**config.mk**
```make
export PLATFORM = sky130hd
export DESIGN_NAME = fp2int_seq
export DESIGN_NICKNAME = d
export VERILOG_FILES = /design/src/rtl/fp2int_seq.sv
export SDC_FILE = /design/constraint.sdc
export NUM_CORES = 1
export LEC_CHECK = 0
export ABC_AREA = 1
export BUFFER_PORTS_ARGS = -buffer_cell sky130_fd_sc_hd__buf_2
export CORE_MARGIN = 1.5
export CORE_UTILIZATION = 25
export CTS_CLUSTER_DIAMETER = 40
export DETAILED_ROUTE_END_ITERATION = 7
export PLACE_DENSITY_LB_ADDON = 0.08
export SLEW_MARGIN = 10
export SYNTH_ARGS = -nofsm -noshare
export SYNTH_HDL_FRONTEND = slang
export SYNTH_SLANG_ARGS = --single-unit
```
**constraint.sdc**
```tcl
create_clock -name clk -period 4.2 [get_ports clk]
set_clock_uncertainty 0.15 [all_clocks]
set_input_delay 0.21 -clock clk [delete_from_list [all_inputs] [get_ports clk]]
set_output_delay 0.21 -clock clk [all_outputs]
set_load 0.02 [all_outputs]
```
**src/rtl/fp2int_seq.sv**
```systemverilog
// Purpose : IEEE-754 single to signed 32-bit integer converter, one shift bit per cycle.
// Latency : result and done appear N+2 edges after the acceptance edge (N = 0..25).
// Backpressure: none; start is only taken while busy=0, and a start during busy is dropped.
// Ports   : clk, rst (sync, active-high) | start, a[31:0], rm[1:0] in |
//           busy, done (1-cycle pulse), d[31:0], invalid, inexact out
module fp2int_seq (
   input  logic        clk,
   input  logic        rst,
   input  logic        start,
   input  logic [31:0] a,
   input  logic [1:0]  rm,
   output logic        busy,
   output logic        done,
   output logic [31:0] d,
   output logic        invalid,
   output logic        inexact
);

   typedef enum logic [1:0] {S_IDLE, S_SHIFT, S_ROUND} state_t;

   state_t      state_q, state_d;
   logic [4:0]  cnt_q, cnt_d;
   logic [31:0] mag_q, mag_d;
   logic        g_q, g_d;
   logic        s_q, s_d;
   logic        sign_q, sign_d;
   logic [1:0]  rm_q, rm_d;
   logic        left_q, left_d;
   logic        spec_q, spec_d;
   logic        spec_pos_q, spec_pos_d;
   logic        spec_inv_q, spec_inv_d;
   logic        done_q, done_d;
   logic [31:0] d_q, d_d;
   logic        invalid_q, invalid_d;
   logic        inexact_q, inexact_d;

   // Operand decode, only used on the acceptance edge.
   logic [7:0]  exp_raw;
   logic [7:0]  e_val;
   logic [7:0]  rdiff;
   logic        hidden;
   logic [23:0] m24;
   logic        spec_val;
   logic        left_val;
   logic [4:0]  n_val;
   logic        spec_pos_val;
   logic        spec_inv_val;

   always_comb begin
      exp_raw      = a[30:23];
      hidden       = |exp_raw;
      e_val        = hidden ? exp_raw : 8'd1;
      m24          = {hidden, a[22:0]};
      // e >= 158 already covers NaN/inf (exponent 255).
      spec_val     = (e_val >= 8'd158);
      left_val     = (e_val >= 8'd150);
      rdiff        = 8'd150 - e_val;
      n_val        = 5'd0;
      spec_pos_val = 1'b1;
      spec_inv_val = 1'b1;
      if (spec_val) begin
         n_val = 5'd0;
      end else if (left_val) begin
         n_val = 5'(e_val - 8'd150);
      end else begin
         // Beyond 25 right shifts every bit is already below the guard.
         n_val = (rdiff > 8'd25) ? 5'd25 : rdiff[4:0];
      end
      if ((exp_raw == 8'hFF) && (a[22:0] != 23'd0)) begin
         spec_pos_val = 1'b1;               // NaN saturates positive regardless of sign
         spec_inv_val = 1'b1;
      end else if (!a[31]) begin
         spec_pos_val = 1'b1;
         spec_inv_val = 1'b1;
      end else if (a == 32'hCF00_0000) begin
         spec_pos_val = 1'b0;               // exactly -2^31 is representable
         spec_inv_val = 1'b0;
      end else begin
         spec_pos_val = 1'b0;
         spec_inv_val = 1'b1;
      end
   end

   // Rounding increment and signed result from the final magnitude/guard/sticky.
   logic        inc;
   logic [31:0] sum;
   logic [31:0] res;

   always_comb begin
      unique case (rm_q)
         2'b00:   inc = g_q & (s_q | mag_q[0]);
         2'b01:   inc = (g_q | s_q) & sign_q;
         2'b10:   inc = (g_q | s_q) & ~sign_q;
         default: inc = 1'b0;
      endcase
      sum = mag_q + {31'd0, inc};
      res = sign_q ? (32'd0 - sum) : sum;
   end

   always_comb begin
      state_d    = state_q;
      cnt_d      = cnt_q;
      mag_d      = mag_q;
      g_d        = g_q;
      s_d        = s_q;
      sign_d     = sign_q;
      rm_d       = rm_q;
      left_d     = left_q;
      spec_d     = spec_q;
      spec_pos_d = spec_pos_q;
      spec_inv_d = spec_inv_q;
      done_d     = 1'b0;
      d_d        = d_q;
      invalid_d  = invalid_q;
      inexact_d  = inexact_q;

      unique case (state_q)
         S_IDLE: begin
            if (start) begin
               cnt_d      = n_val;
               mag_d      = {8'd0, m24};
               g_d        = 1'b0;
               s_d        = 1'b0;
               sign_d     = a[31];
               rm_d       = rm;
               left_d     = left_val;
               spec_d     = spec_val;
               spec_pos_d = spec_pos_val;
               spec_inv_d = spec_inv_val;
               state_d    = (n_val == 5'd0) ? S_ROUND : S_SHIFT;
            end
         end
         S_SHIFT: begin
            if (left_q) begin
               mag_d = {mag_q[30:0], 1'b0};
            end else begin
               mag_d = {1'b0, mag_q[31:1]};
               g_d   = mag_q[0];
               s_d   = s_q | g_q;
            end
            cnt_d = cnt_q - 5'd1;
            if (cnt_q == 5'd1) begin
               state_d = S_ROUND;
            end
         end
         S_ROUND: begin
            done_d  = 1'b1;
            state_d = S_IDLE;
            if (spec_q) begin
               d_d       = spec_pos_q ? 32'h7FFF_FFFF : 32'h8000_0000;
               invalid_d = spec_inv_q;
               inexact_d = 1'b0;
            end else begin
               d_d       = res;
               invalid_d = 1'b0;
               inexact_d = g_q | s_q;
            end
         end
         default: state_d = S_IDLE;
      endcase
   end

   always_ff @(posedge clk) begin
      if (rst) begin
         state_q    <= S_IDLE;
         cnt_q      <= 5'd0;
         mag_q      <= 32'd0;
         g_q        <= 1'b0;
         s_q        <= 1'b0;
         sign_q     <= 1'b0;
         rm_q       <= 2'd0;
         left_q     <= 1'b0;
         spec_q     <= 1'b0;
         spec_pos_q <= 1'b0;
         spec_inv_q <= 1'b0;
         done_q     <= 1'b0;
         d_q        <= 32'd0;
         invalid_q  <= 1'b0;
         inexact_q  <= 1'b0;
      end else begin
         state_q    <= state_d;
         cnt_q      <= cnt_d;
         mag_q      <= mag_d;
         g_q        <= g_d;
         s_q        <= s_d;
         sign_q     <= sign_d;
         rm_q       <= rm_d;
         left_q     <= left_d;
         spec_q     <= spec_d;
         spec_pos_q <= spec_pos_d;
         spec_inv_q <= spec_inv_d;
         done_q     <= done_d;
         d_q        <= d_d;
         invalid_q  <= invalid_d;
         inexact_q  <= inexact_d;
      end
   end

   assign busy    = (state_q != S_IDLE);
   assign done    = done_q;
   assign d       = d_q;
   assign invalid = invalid_q;
   assign inexact = inexact_q;

endmodule

```
Word level (Yosys, flattened, before mapping)
Cells that the tools add are included.
{ "classes": {"bitwise_logic": 6, "n_eq_ne": 10, "n_reduce_logical": 12, "n_mux": 30, "order_cmp": 3, "n_div": 0, "mul": 0, "n_addsub": 5, "shift": 0} }
{ "op_table": {"columns": ["operator", "n"], "rows": [
  ["$mux 32", 5],
  ["$pmux 32 s2", 1],
  ["$add 32x1->32", 1],
  ["$eq 32x32->1 const B", 1],
  ["$sub 1x32->32 const A", 1],
  ["$reduce_bool 23->1", 1],
  ["$mux 5", 4],
  ["$ge 8x8->1 const B", 2],
  ["$mux 1", 11],
  ["$pmux 5 s2", 1],
  ["$eq 8x8->1 const B", 1],
  ["$gt 8x5->1 const B", 1],
  ["$mux 8", 1],
  ["$reduce_or 8->1", 1],
  ["$sub 8x8->8 const A", 1],
  ["$mux 2", 3],
  ["$ne 2x2->1 const B", 3],
  ["$reduce_and 2->1", 3],
  ["$eq 5x1->1 const B", 1],
  ["$logic_not 5->1", 1],
  ["$sub 5x1->5 const B", 1],
  ["$sub 5x5->5 const B", 1],
  ["$eq 2x1->1 const B", 2],
  ["$eq 2x2->1 const B", 2],
  ["other kinds (10)", 16]
]} }
{ "word_totals": {"ram_bits": 0, "romBits": 0, "latchBits": 0, "inputBits": 37, "wordCells": 81, "output_inout_bits": 36, "memories": 0, "regBits": 83} }

Logic depth before layout (Yosys ltp)
Gate-level depths: netlist of run 1.
{ "logic_depth": {"word_depth": 11, "depth_mapped": 23} }

Worst setup path after synthesis of run 1
OpenSTA, ideal clock, no wires.
{ "synth_path": {"path_type": "register -> register", "from": "register sign_q", "to": "register d_q[29] (netlist: d[29])", "setup_time_ns": 0.131, "stages_incl_launch_ff": 20, "synth_period_minus_slack_ns": 3.193, "t_arrival_ns": 2.912, "slack_ns": 1.007, "t_required_ns": 3.919, "path_cell_list": "dfxtp_1 clkbuf_1 xor2_1 nand3_1 a21oi_1 ha_1 ha_1 nand3_2 xor2_1 nand3_1 nor2_4 nand3_2 nor2_4 nand2_2 nor2_2 nand2_1 nand2_1 nand2_1 nand3_1 a21oi_2"} }
{ "synth_between": {"elab_chain_cells": 7, "word_cells_on_any_way": 8, "classes_between": "add/sub (2); mux (3); bitwise (3)"} }
{ "synth_lines": {"columns": ["item", "line_no", "source"], "rows": [
  ["start, declared", "26", "logic sign_q, sign_d;"],
  ["start signal, assigned", "186", "sign_q <= sign_d;"],
  ["$not 1->1", "93", "2'b10: inc = (g_q | s_q) & ~sign_q;"],
  ["$and 1x1->1", "93", null],
  ["$pmux 1 s3", "90", "unique case (rm_q)"],
  ["$add 32x1->32", "96", "sum = mag_q + {31'd0, inc};"],
  ["$sub 1x32->32", "97", "res = sign_q ? (32'd0 - sum) : sum;"],
  ["$mux 32 (*)", "97", null],
  ["$mux 32 (*)", "149", "if (spec_q) begin"],
  ["end signal, assigned", "177", "d_q <= 32'd0;"],
  ["end signal, assigned", "193", "d_q <= d_d;"],
  ["end, declared", "33", "logic [31:0] d_q, d_d;"]
]} }
Mark *: on every way between the ends. The rest lies on a longest branch, timed or not.
A chain may end at the register's enable or synchronous reset.

Final worst setup path of run 1
{ "layout_path": {"from": "register rm_q[0]", "to": "register d_q[29] (netlist: d[29])"} }
{ "layout_between": {"elab_chain_cells": 6, "word_cells_on_any_way": 8, "classes_between": "add/sub (2); eq/ne (2); mux (3); reduce/logical (1)"} }
{ "layout_lines": {"columns": ["item", "line_no", "source"], "rows": [
  ["start, declared", "27", "logic [1:0] rm_q, rm_d;"],
  ["start signal, assigned", "187", "rm_q <= rm_d;"],
  ["$eq 2x2->1, or another cell as far along", "90", null],
  ["$pmux 1 s3 (*)", "90", null],
  ["$add 32x1->32 (*)", "96", null],
  ["$sub 1x32->32", "97", null],
  ["$mux 32 (*)", "97", null],
  ["$mux 32 (*)", "149", null]
]} }
Marked as above.

==> reports/metrics.cfg, run 1 <==
[status]
run_status=complete, no violations

[timing]
timing.final.max_slew_violations=0
timing.final.crit_period_ns=3.590
setup-tns-final_ns=0
fmax_mhz=278.5
hold_violations=0
setup_repair_after_global_routing_missed_its_margin=no
max_slew.worst_pin.slew_ns=0.9194
max_slew_margin_pct=38.64
layout_worst_path_cycle_share_pct=85.48
final-setup-viol-count=0

[logic_synthesis]
postSynthCellCount=969
yosysSeqAreaShare_pct=27.96
synth_area_leader_cell=sky130_fd_sc_hd__dfxtp_1
synthDistinctLibCells=44
yosys-top-cells-area=sky130_fd_sc_hd__dfxtp_1 (28%), sky130_fd_sc_hd__nand2_1 (14%), sky130_fd_sc_hd__a21oi_1 (13%), sky130_fd_sc_hd__o21ai_0 (6.8%), sky130_fd_sc_hd__nand3_1 (5.9%)
netlist_area_um2=5942
number_of_synthesis_warnings=0
syn-num-nets=1016
synthesis.area_per_instance_um2=6.132
postSynthRegisterBits=83
netlist.area_leader.share_pct=27.96

[worst_setup_path]
max_stage_delay_ns=0.34
cp_cell_sequence=inv_1 -> ha_1 -> xor2_1 -> nand3_1 -> a21oi_1 -> ha_1 -> ha_1 -> nand2_1 -> nor2_4 -> nand2_2 -> nor2_1 -> xor2_1 -> nor2_1 -> nand2_2 -> nor2_2 -> nand2_1 -> nand2_1 -> nand2_1 -> nand3_1 -> a21oi_2
critical_path_required_ns=4.27
crit_slowest_cell=sky130_fd_sc_hd__dfxtp_1
timing_worst_setup_path_type=reg2reg
worst_setup_path_end_kind=register
most_repeated_library_cell_on_the_critical_path=sky130_fd_sc_hd__nand2_1
cp_data_arrival_time_ns=3.66
worst-path-buf-inv=1
timing.critical_path.max_delay_family=simple AND/OR/NAND/NOR gates
critical_path_peak_fanout=7
start_kind=register

[power_and_ir_drop]
power_density_nw_per_um2=365.5
power.total_mw=2.582
vdd_drop_max_mv=0.1299
cellLeakagePower_nw=2.925

[floorplanning]
die-width_um=157.2
ioPinCount=73
initial_core_util_pct=25.39
coreArea_um2=23400
dieArea_um2=24700
placementRows=56
die_h_um=157.2

[clock_network]
clock_tree_from_tritoncts=yes
hold_buffers=16
cts_inserted_buffers=9
clock_tree.buffer_depth=2
post-cts-setup-buffers=0
cts-root-buf=sky130_fd_sc_hd__clkbuf_16
cts_resized=0
cts-htree-levels=3
insertion_delay_to_the_later_sink_of_the_worst_skew_pair_ns=0.35
cts_sinks=83
clock_pin_slew_reported_for_the_worst_setup_and_hold_paths_after_clock_tree_synthesis_ns=0.07

[final_layout]
layout_common_cells=sky130_fd_sc_hd__nand2_1 (221), sky130_fd_sc_hd__a21oi_1 (158), sky130_fd_sc_hd__inv_1 (88), sky130_fd_sc_hd__nor2_1 (86), sky130_fd_sc_hd__dfxtp_1 (83)
finalNetCount=1079
antenna_cells_inserted=0
n_fill_cell=2774
syn_to_final_growth_pct=18.89
final_common_cell=sky130_fd_sc_hd__nand2_1
post_route_cells_drive_above_1_share_pct=14.11

[routing]
dr.first_iter.drc_count=327
first_pass_iters=5
route.detailed.drc=0
total_via_count_in_the_routed_design=6331
viasPerCell=4.676
route.detailed.wl_per_inst_um=15.26
route.antenna.remaining_nets=0
finalWirelength_um=20660

[global_routing]
grtUsageTotal_pct=17.42
globalRouteOverflowTotal=0
via_count_of_the_first_global_routing_pass=5994
grt_pass1_wl_um=33330
grt_antenna_before_repair=0
grt_start_max_net_pins=54

[place]
placement.io_buffers=72
place.gp.congestion=0.8457
dp_hpwl_um=15960

[hold_path]
path_class_of_the_lowest_slack_min_delay_path=in2reg

[job]
timing.max_cap.violations=0

[worst min-delay path: stages]
cell,delay [ns]
sky130_fd_sc_hd__buf_2,0.10
sky130_fd_sc_hd__a21oi_1,0.06
sky130_fd_sc_hd__a21oi_1,0.10
[registers in the layout, indices dropped and copies added (netlist names)]
signal      cells
d              32
mag_q          32
cnt_q           5
rm_q            2
state_q         2
done            1
g_q             1
inexact         1
invalid         1
left_q          1
s_q             1
sign_q          1
spec_inv_q      1
spec_pos_q      1
spec_q          1
[cell usage after synthesis]
cell type / number
sky130_fd_sc_hd__a211oi_1: 2
sky130_fd_sc_hd__nand4_1: 11
sky130_fd_sc_hd__buf_2: 2
sky130_fd_sc_hd__a21oi_1: 158
sky130_fd_sc_hd__o21a_1: 1
sky130_fd_sc_hd__xor2_1: 18
sky130_fd_sc_hd__a21o_1: 1
sky130_fd_sc_hd__clkbuf_1: 39
sky130_fd_sc_hd__xnor2_1: 2
sky130_fd_sc_hd__o21bai_1: 2
sky130_fd_sc_hd__dfxtp_1: 83
sky130_fd_sc_hd__nand2_2: 16
sky130_fd_sc_hd__inv_1: 88
sky130_fd_sc_hd__ha_1: 10
sky130_fd_sc_hd__o21ai_1: 2
sky130_fd_sc_hd__a221oi_1: 1
sky130_fd_sc_hd__nor3_1: 6
sky130_fd_sc_hd__buf_1: 2
sky130_fd_sc_hd__nor2_1: 88
sky130_fd_sc_hd__o31ai_1: 1
sky130_fd_sc_hd__buf_6: 2
sky130_fd_sc_hd__nand4_2: 1
sky130_fd_sc_hd__a21boi_0: 2
sky130_fd_sc_hd__o22ai_1: 2
sky130_fd_sc_hd__a31o_2: 1
sky130_fd_sc_hd__o21ai_0: 81
sky130_fd_sc_hd__and2_1: 1
sky130_fd_sc_hd__nor4_1: 5
sky130_fd_sc_hd__clkinv_1: 2
sky130_fd_sc_hd__or2_2: 3
sky130_fd_sc_hd__nor2_4: 10
sky130_fd_sc_hd__inv_2: 3
sky130_fd_sc_hd__nor3b_1: 1
sky130_fd_sc_hd__a21oi_2: 2
sky130_fd_sc_hd__nand3_4: 1
sky130_fd_sc_hd__a31oi_1: 2
sky130_fd_sc_hd__nand3b_1: 7
sky130_fd_sc_hd__o211ai_1: 5
sky130_fd_sc_hd__a22oi_1: 1
sky130_fd_sc_hd__nand2_1: 221
sky130_fd_sc_hd__nor2_2: 8
sky130_fd_sc_hd__nand3_2: 4
sky130_fd_sc_hd__clkbuf_4: 1
sky130_fd_sc_hd__nand3_1: 70
[path summary, 6_finish.rpt]
kind	from	end	slack [ns]	cells after the start
worst max-delay path	rm_q[0]	d[29]	0.61	20
worst min-delay path	a[2]	mag_q[2]	0.007	3
worst max register to register	rm_q[0]	d[29]	0.61	20
worst min register to register	inexact	inexact	0.31	2
[kinds of logic after synthesis]
kind of cell,synth area share [%]
buf+inv,9.139
xor+xnor,2.948
simple gates,34.64
flops,27.96
compound gates,23.21
fa+ha+maj,2.106
[layout make-up]
class                   instances  area [um2]  share of cell area [%]
inverters                      93       349.1                   4.942
well taps                     319       399.1                   5.650
clock inverters                 2       60.06                  0.8502
repair buffers                 98       595.6                   8.431
multi-input cells             747        3742                   52.98
flip-flops and latches         83        1662                   23.52
clock buffers                  12       256.5                   3.631
[report_power, final]
group          internal (mW)  leakage, nW  switching (mW)
clock network          0.548        0.155           0.342
logic                  0.235         2.09           0.493
registers              0.857        0.678           0.107
[metal layers]
layer	track usage, %	routed length [um]	vias to the layer above
li1	-	-	3335
met1	26.18	11170	2880
met2	25.74	8488	99
met3	2.506	756	17
met4	4.268	241	0
met5	0	0	-
[per-stage QoR]
stage | cell area (um2) | setup WS, ns | util (%) | hold WS, ns | cells
6_report | 7064 | 0.6098 | 30.19 | 0.007158 | 1354
2_1_floorplan | 5942 | 1.007 | - | 0.1679 | 969
3_3_place_gp | 6588 | 0.6263 | 28.15 | 0.3094 | 1324
3_5_place_dp | 6588 | 0.5884 | 28.15 | 0.3056 | 1324
5_1_grt | 7064 | 0.2212 | 30.19 | 0.02964 | 1354
4_1_cts | 7064 | 0.5633 | 30.19 | 0.001282 | 1354
Note: power is estimated with default switching activity, not from simulation.
==> run 2: changes to the inputs <==
Settings changed: CTS_BUF_LIST set to sky130_fd_sc_hd__clkbuf_4.
==> run 2 against run 1 <==
Total power down 13%. Cell count rose by 1.1%. Largest power group unchanged. Flip-flop and latch count is the same. Critical path type unchanged. Routed wire length rose by 0.36%. Largest cell class unchanged.
==> reports/metrics.cfg, run 2 (synthesized netlist as in run 1, its figures left out) <==
[final_layout]
layout_common_cells=sky130_fd_sc_hd__nand2_1 (221), sky130_fd_sc_hd__a21oi_1 (158), sky130_fd_sc_hd__inv_1 (88), sky130_fd_sc_hd__nor2_1 (86), sky130_fd_sc_hd__dfxtp_1 (83)
finalNetCount=1093  ; +1.3%
n_fill_cell=2785  ; +0.40%
post_route_cells_drive_above_1_share_pct=13.82  ; -0.28 points
final_common_cell=sky130_fd_sc_hd__nand2_1
syn_to_final_growth_pct=18.36

[routing]
total_via_count_in_the_routed_design=6377  ; +0.73%
route.detailed.drc=0  ; unchanged
first_pass_iters=5  ; unchanged
route.detailed.wl_per_inst_um=15.14  ; -0.74%
route.antenna.remaining_nets=0  ; unchanged
dr.first_iter.drc_count=334  ; +2.1%
viasPerCell=4.658  ; -0.38%
finalWirelength_um=20730  ; +0.36%

[clock_network]
cts-root-buf=sky130_fd_sc_hd__clkbuf_4
cts_sinks=83  ; unchanged
post-cts-setup-buffers=0  ; unchanged
cts-htree-levels=3  ; unchanged
clock_tree_from_tritoncts=yes
clock_tree.buffer_depth=2  ; unchanged
clock_pin_slew_reported_for_the_worst_setup_and_hold_paths_after_clock_tree_synthesis_ns=0.14  ; +0.07 ns
insertion_delay_to_the_later_sink_of_the_worst_skew_pair_ns=0.48  ; +0.13 ns
cts_inserted_buffers=9  ; unchanged

[job]
timing.max_cap.violations=0  ; unchanged

[floorplanning]
die-width_um=157.2  ; unchanged
dieArea_um2=24700  ; unchanged
ioPinCount=73  ; unchanged
coreArea_um2=23400  ; unchanged
placementRows=56  ; unchanged
die_h_um=157.2  ; unchanged
initial_core_util_pct=25.39  ; unchanged

[timing]
hold-worst-slack_ns=0.1067  ; +0.09955 ns
timing.final.max_slew_violations=0  ; unchanged
timing.final.crit_period_ns=3.628  ; +0.03795 ns
layout_worst_path_cycle_share_pct=86.38  ; +0.90 points
hold_violations=0  ; unchanged
fmax_mhz=275.6  ; -1.0%
setup-tns-final_ns=0  ; unchanged
final-setup-viol-count=0  ; unchanged
setup_repair_after_global_routing_missed_its_margin=no
max_slew.worst_pin.slew_ns=0.9273  ; +0.007903 ns
max_slew_margin_pct=38.11  ; -0.53 points

[global_routing]
globalRouteOverflowTotal=0  ; unchanged
via_count_of_the_first_global_routing_pass=6093  ; +1.7%
grt_start_max_net_pins=54  ; unchanged
grt_pass1_wl_um=33610  ; +0.83%
grtUsageTotal_pct=17.53  ; +0.11 points
grt_antenna_before_repair=1  ; +1

[worst_setup_path]
cp_cell_sequence=inv_1 -> ha_1 -> xor2_1 -> nand3_1 -> a21oi_1 -> ha_1 -> ha_1 -> nand2_1 -> nor2_4 -> nand2_2 -> nor2_1 -> xor2_1 -> nor2_1 -> nand2_2 -> nor2_2 -> nand2_1 -> nand3_1 -> nand3_1 -> a21oi_2
r2r_start=rm_q[0]
max_stage_delay_ns=0.36  ; +0.02 ns
timing_worst_setup_path_type=reg2reg
start_kind=register
crit_slowest_cell=sky130_fd_sc_hd__dfxtp_1
critical_path_peak_fanout=7  ; unchanged
worst_setup_path_end_kind=register
critical_path_required_ns=4.46  ; +0.19 ns
startpoint=rm_q[0]
cp_data_arrival_time_ns=3.89  ; +0.23 ns

[hold_path]
min-delay-start=a[23]
path_class_of_the_lowest_slack_min_delay_path=in2reg

[status]
run_status=complete, no violations

[place]
placement.io_buffers=72  ; unchanged
dp_hpwl_um=15960  ; unchanged
place.gp.congestion=0.8457  ; unchanged

[power_and_ir_drop]
vdd_drop_max_mv=0.09320  ; -28%
power_density_nw_per_um2=318.6  ; -13%
cellLeakagePower_nw=2.910  ; -0.54%

[run 2: cell types whose count changed in the layout (fill, tap and decap cells not counted)]
cell                            previous run  this run
sky130_fd_sc_hd__clkbuf_1                  1         0
sky130_fd_sc_hd__clkbuf_16                 9         0
sky130_fd_sc_hd__clkbuf_4                  0        10
sky130_fd_sc_hd__clkbuf_8                  2         0
sky130_fd_sc_hd__clkinv_1                  2         4
sky130_fd_sc_hd__diode_2                   0         1
sky130_fd_sc_hd__dlygate4sd3_1            16        30
[run 2: repair_timing]
item | CTS | global route
setup endpoints to repair | 0 | 0
hold buffers | 30 | 0
endpoints found under the hold margin | 28 | 0
gates resized for setup | 0 | 0
[run 2: per-stage QoR]
| stage | worst slack [ns] | cell area (um2) | power (mW) | util (%) | std cells |
|---|---|---|---|---|---|
| finish | 0.5719 | 7033 | 2.240 | 30.05 | 1369 |
| global route | 0.2032 | 7033 | 2.421 | 30.05 | 1369 |
| CTS | 0.5424 | 7030 | 2.274 | 30.04 | 1368 |
| detailed placement | 0.5884 | 6588 | 1.704 | 28.15 | 1324 |
| global placement | 0.6263 | 6588 | 1.711 | 28.15 | 1324 |
| floorplan | 1.007 | 5942 | 1.474 | - | 969 |
[run 2: power by group]
group / internal (mW) / total [mW] / switching [mW]
Clock: 0.238 / 0.535 / 0.297
Combinational: 0.245 / 0.741 / 0.496
Sequential: 0.856 / 0.964 / 0.108
Total: 1.34 / 2.24 / 0.901
[run 2: layout make-up]
type | count | area (um2) | share of cell area (%)
timing repair buffer | 112 | 735.7 | 10.46
clock inverter | 4 | 67.56 | 0.9607
inverter | 93 | 349.1 | 4.964
tap | 319 | 399.1 | 5.675
multi-input combinational | 747 | 3742 | 53.21
antenna | 1 | 2.502 | 0.03558
clock buffer | 10 | 75.07 | 1.067
sequential | 83 | 1662 | 23.63
[run 2: final timing paths]
path                    end  slack [ns]  depth (start not counted)
setup reg to reg      d[29]        0.57                         19
hold reg to reg     inexact        0.32                          2
setup / recovery      d[29]        0.57                         19
hold / removal    mag_q[23]        0.11                          7
[run 2: metal layers]
metal / GRT usage (%) / part of all wire, %
met1: 26.11 / 54
met2: 26.20 / 41
met3: 1.900 / 3.2
met4: 5.256 / 1.5
met5: 0 / 0
[run 2: worst max-delay path, delay by kind of cell, from the launching register on]
kind / cells / cell delay [ns]
buffers and inverters: 1 / 0.07
adder cells (fa/ha/maj): 3 / 0.79
flip-flops: 1 / 0.36
XOR/XNOR: 2 / 0.29
AO/OA/AOI/OAI: 2 / 0.28
AND/OR/NAND/NOR: 11 / 1.60
==> run 3: changes to the inputs <==
Settings changed: ABC_AREA 1 to 0, CORE_UTILIZATION 25 to 61.
==> run 3 against run 2 <==
Clock-buffer cell count is the same. Global-route usage grew 14 points. Routed wire length shrank 21%. Cell count shrank 28%. Register-to-register slack lost 0.23 ns. Worst setup slack lost 0.23 ns. Clock power shrank 8.8%. Die area shrank 57%. Fmax shrank 5.9%. Hold slack lost 0.079 ns.
==> reports/metrics.cfg, run 3 <==
[logic_synthesis]
syn-num-nets=875  ; -14%
netlist_area_um2=6147  ; +3.5%
synthDistinctLibCells=78  ; +77%
synth_area_leader_cell=sky130_fd_sc_hd__dfxtp_1
synth_flop_cell=sky130_fd_sc_hd__dfxtp_1
yosysSeqAreaShare_pct=27.03  ; -0.93 points
synthesis.area_per_instance_um2=7.424  ; +21%
yosys-top-cells-area=sky130_fd_sc_hd__dfxtp_1 (27%), sky130_fd_sc_hd__nor2_1 (7.9%), sky130_fd_sc_hd__a21oi_1 (5.6%), sky130_fd_sc_hd__xnor2_1 (5.6%), sky130_fd_sc_hd__mux2i_1 (5.5%)
postSynthRegisterBits=83  ; unchanged
number_of_synthesis_warnings=0  ; unchanged
synth_async_sr_flop_share_pct=0  ; unchanged
synth.most_common_cell=sky130_fd_sc_hd__nor2_1
postSynthCellCount=828  ; -15%
netlist.area_leader.share_pct=27.03  ; -0.93 points
synth_top_cells_by_count=sky130_fd_sc_hd__nor2_1 (129), sky130_fd_sc_hd__dfxtp_1 (83), sky130_fd_sc_hd__a21oi_1 (69)
synth_enable_flop_cells=0  ; unchanged

[clock_network]
cts_sinks=83  ; unchanged
clock_tree_from_tritoncts=yes
post-cts-setup-buffers=0  ; unchanged
clock_tree.buffer_depth=2  ; unchanged
insertion_delay_to_the_later_sink_of_the_worst_skew_pair_ns=0.47  ; about the same
clock_pin_slew_reported_for_the_worst_setup_and_hold_paths_after_clock_tree_synthesis_ns=0.14  ; about the same
cts-htree-levels=3  ; unchanged
cts_inserted_buffers=9  ; unchanged
cts-root-buf=sky130_fd_sc_hd__clkbuf_4

[timing]
max_slew.worst_pin.slew_ns=0.9668  ; +0.03951 ns
fmax_mhz=259.4  ; -5.9%
hold_violations=0  ; unchanged
final-setup-viol-count=0  ; unchanged
setup-tns-final_ns=0  ; unchanged
max_slew_margin_pct=35.55  ; -2.6 points
timing.final.crit_period_ns=3.856  ; +0.2275 ns
layout_worst_path_cycle_share_pct=91.80  ; +5.4 points
timing.final.max_slew_violations=0  ; unchanged
setup_repair_after_global_routing_missed_its_margin=no

[status]
run_status=complete, no violations

[global_routing]
via_count_of_the_first_global_routing_pass=5389  ; -12%
grt_pass1_wl_um=26590  ; -21%
grtUsageTotal_pct=31.56  ; +14 points
grt_start_max_net_pins=61  ; +13%
grt_antenna_before_repair=0  ; -1
globalRouteOverflowTotal=0  ; unchanged

[routing]
finalWirelength_um=16390  ; -21%
viasPerCell=6.254  ; +34%
first_pass_iters=6  ; +1
route.antenna.remaining_nets=0  ; unchanged
route.detailed.drc=0  ; unchanged
total_via_count_in_the_routed_design=6191  ; -2.9%
route.detailed.wl_per_inst_um=16.55  ; +9.3%
dr.first_iter.drc_count=540  ; +62%

[place]
placement.io_buffers=72  ; unchanged
dp_hpwl_um=11920  ; -25%
placed_cell_area_um2=6446  ; -2.1%
place.gp.congestion=0.9260  ; +9.5%

[final_layout]
syn_to_final_growth_pct=8.671
layout_common_cells=sky130_fd_sc_hd__nor2_1 (129), sky130_fd_sc_hd__dfxtp_1 (82), sky130_fd_sc_hd__buf_2 (72), sky130_fd_sc_hd__a21oi_1 (69), sky130_fd_sc_hd__nand2_1 (68)
antenna_cells_inserted=0  ; -1
post_route_cells_drive_above_1_share_pct=15.29  ; +1.5 points
final_common_cell=sky130_fd_sc_hd__nor2_1
layout.cell_area.non_filler_um2=6680  ; -5.0%
finalNetCount=899  ; -18%

[job]
timing.max_cap.violations=0  ; unchanged

[worst_setup_path]
critical_path_required_ns=4.44  ; -0.02 ns
start_kind=register
timing_worst_setup_path_type=reg2reg
worst_setup_path_end_kind=register
cp_data_arrival_time_ns=4.10  ; +0.21 ns
critical_path_peak_fanout=8  ; +1
r2r_setup_slack_ns=0.34  ; -0.23 ns

[floorplanning]
die-width_um=103.4  ; -34%
dieArea_um2=10690  ; -57%
initial_core_util_pct=62.89  ; +38 points
ioPinCount=73  ; unchanged
die_h_um=103.4  ; -34%
placementRows=36  ; -36%
coreArea_um2=9774  ; -58%

[power_and_ir_drop]
power_density_nw_per_um2=320.6  ; +0.64%
vdd_drop_max_mv=0.2060  ; +120%
cellLeakagePower_nw=2.453  ; -16%

[hold_path]
path_class_of_the_lowest_slack_min_delay_path=in2reg

run 3: critical path, cell delays in order, from the launching register on:
cell and delay (ns):
sky130_fd_sc_hd__dfxtp_1 0.40, sky130_fd_sc_hd__inv_1 0.08, sky130_fd_sc_hd__ha_1 0.21, sky130_fd_sc_hd__xnor2_1 0.13, sky130_fd_sc_hd__nor2_1 0.07, sky130_fd_sc_hd__nand2_1 0.06, sky130_fd_sc_hd__a21oi_1 0.06, sky130_fd_sc_hd__ha_1 0.20
sky130_fd_sc_hd__ha_1 0.21, sky130_fd_sc_hd__and3_4 0.22, sky130_fd_sc_hd__a2111oi_0 0.36, sky130_fd_sc_hd__a31oi_1 0.23, sky130_fd_sc_hd__nor4_2 0.46, sky130_fd_sc_hd__o2111ai_2 0.27, sky130_fd_sc_hd__nor3_1 0.23, sky130_fd_sc_hd__mux2_2 0.36
sky130_fd_sc_hd__o32ai_1 0.10
run 3: final cells by class:
class / instances / area, um2
clock buffer: 10 / 75.07
clock inverter: 6 / 66.31
fill: 895 / 3094
inverter: 16 / 60.06
multi-input combinational: 651 / 4121
sequential: 83 / 1663
tap: 133 / 166.4
timing repair buffer: 91 / 528.0
run 3: per-stage QoR:
step / worst slack, ns / util (%) / hold slack (ns) / power, mW / instances
floorplan: 0.003058 / - / 0.1960 / 1.476 / 828
global placement: 0.4332 / 65.95 / 0.2882 / 1.618 / 968
detailed placement: 0.2561 / 65.95 / 0.2930 / 1.642 / 968
CTS: 0.2037 / 67.91 / 0.01824 / 2.122 / 989
global route: 0.03948 / 68.34 / 0.02575 / 2.266 / 990
finish: 0.3444 / 68.34 / 0.02748 / 2.142 / 990
run 3: cell families (layout without fill, tap and decap cells):
kind of cell	Yosys count	in the layout	share of synthesized area [%]
and+or+nand+nor	327	327	25.71
AOI/OAI and AO/OA	220	220	24.36
DFF	83	83	27.03
buffers and inverters	94	123	6.656
muxes	37	37	6.086
adders and majority gates	10	10	2.035
xor gates and xnor gates	57	57	8.121
run 3: where the power goes:
part	internal (mW)	leakage, nW	switching, mW	total (mW)
sequential	0.850	0.678	0.132	0.981
combinational	0.272	1.71	0.400	0.672
clock	0.188	0.0686	0.300	0.488
run 3: worst paths after layout:
path	cells after the start	startpoint	to
min reg2reg	2	invalid	invalid
min	5	a[4]	mag_q[4]
max	16	rm_q[0]	d[30]
max reg2reg	16	rm_q[0]	d[30]
run 3: routing by layer:
layer | GRT usage (%) | up-vias | share of wire [%]
met4 | 9.771 | 0 | 2.1
met1 | 42.95 | 2896 | 45
met2 | 51.48 | 241 | 47
met5 | 0 | - | 0
li1 | - | 3026 | -
met3 | 4.839 | 28 | 6.5
run 3: repair_timing:
item / CTS / global route
endpoints found under the setup margin: 0 / 3
hold buffers: 5 / 0
endpoints found under the hold margin: 6 / 0
gates resized for setup: 0 / 3
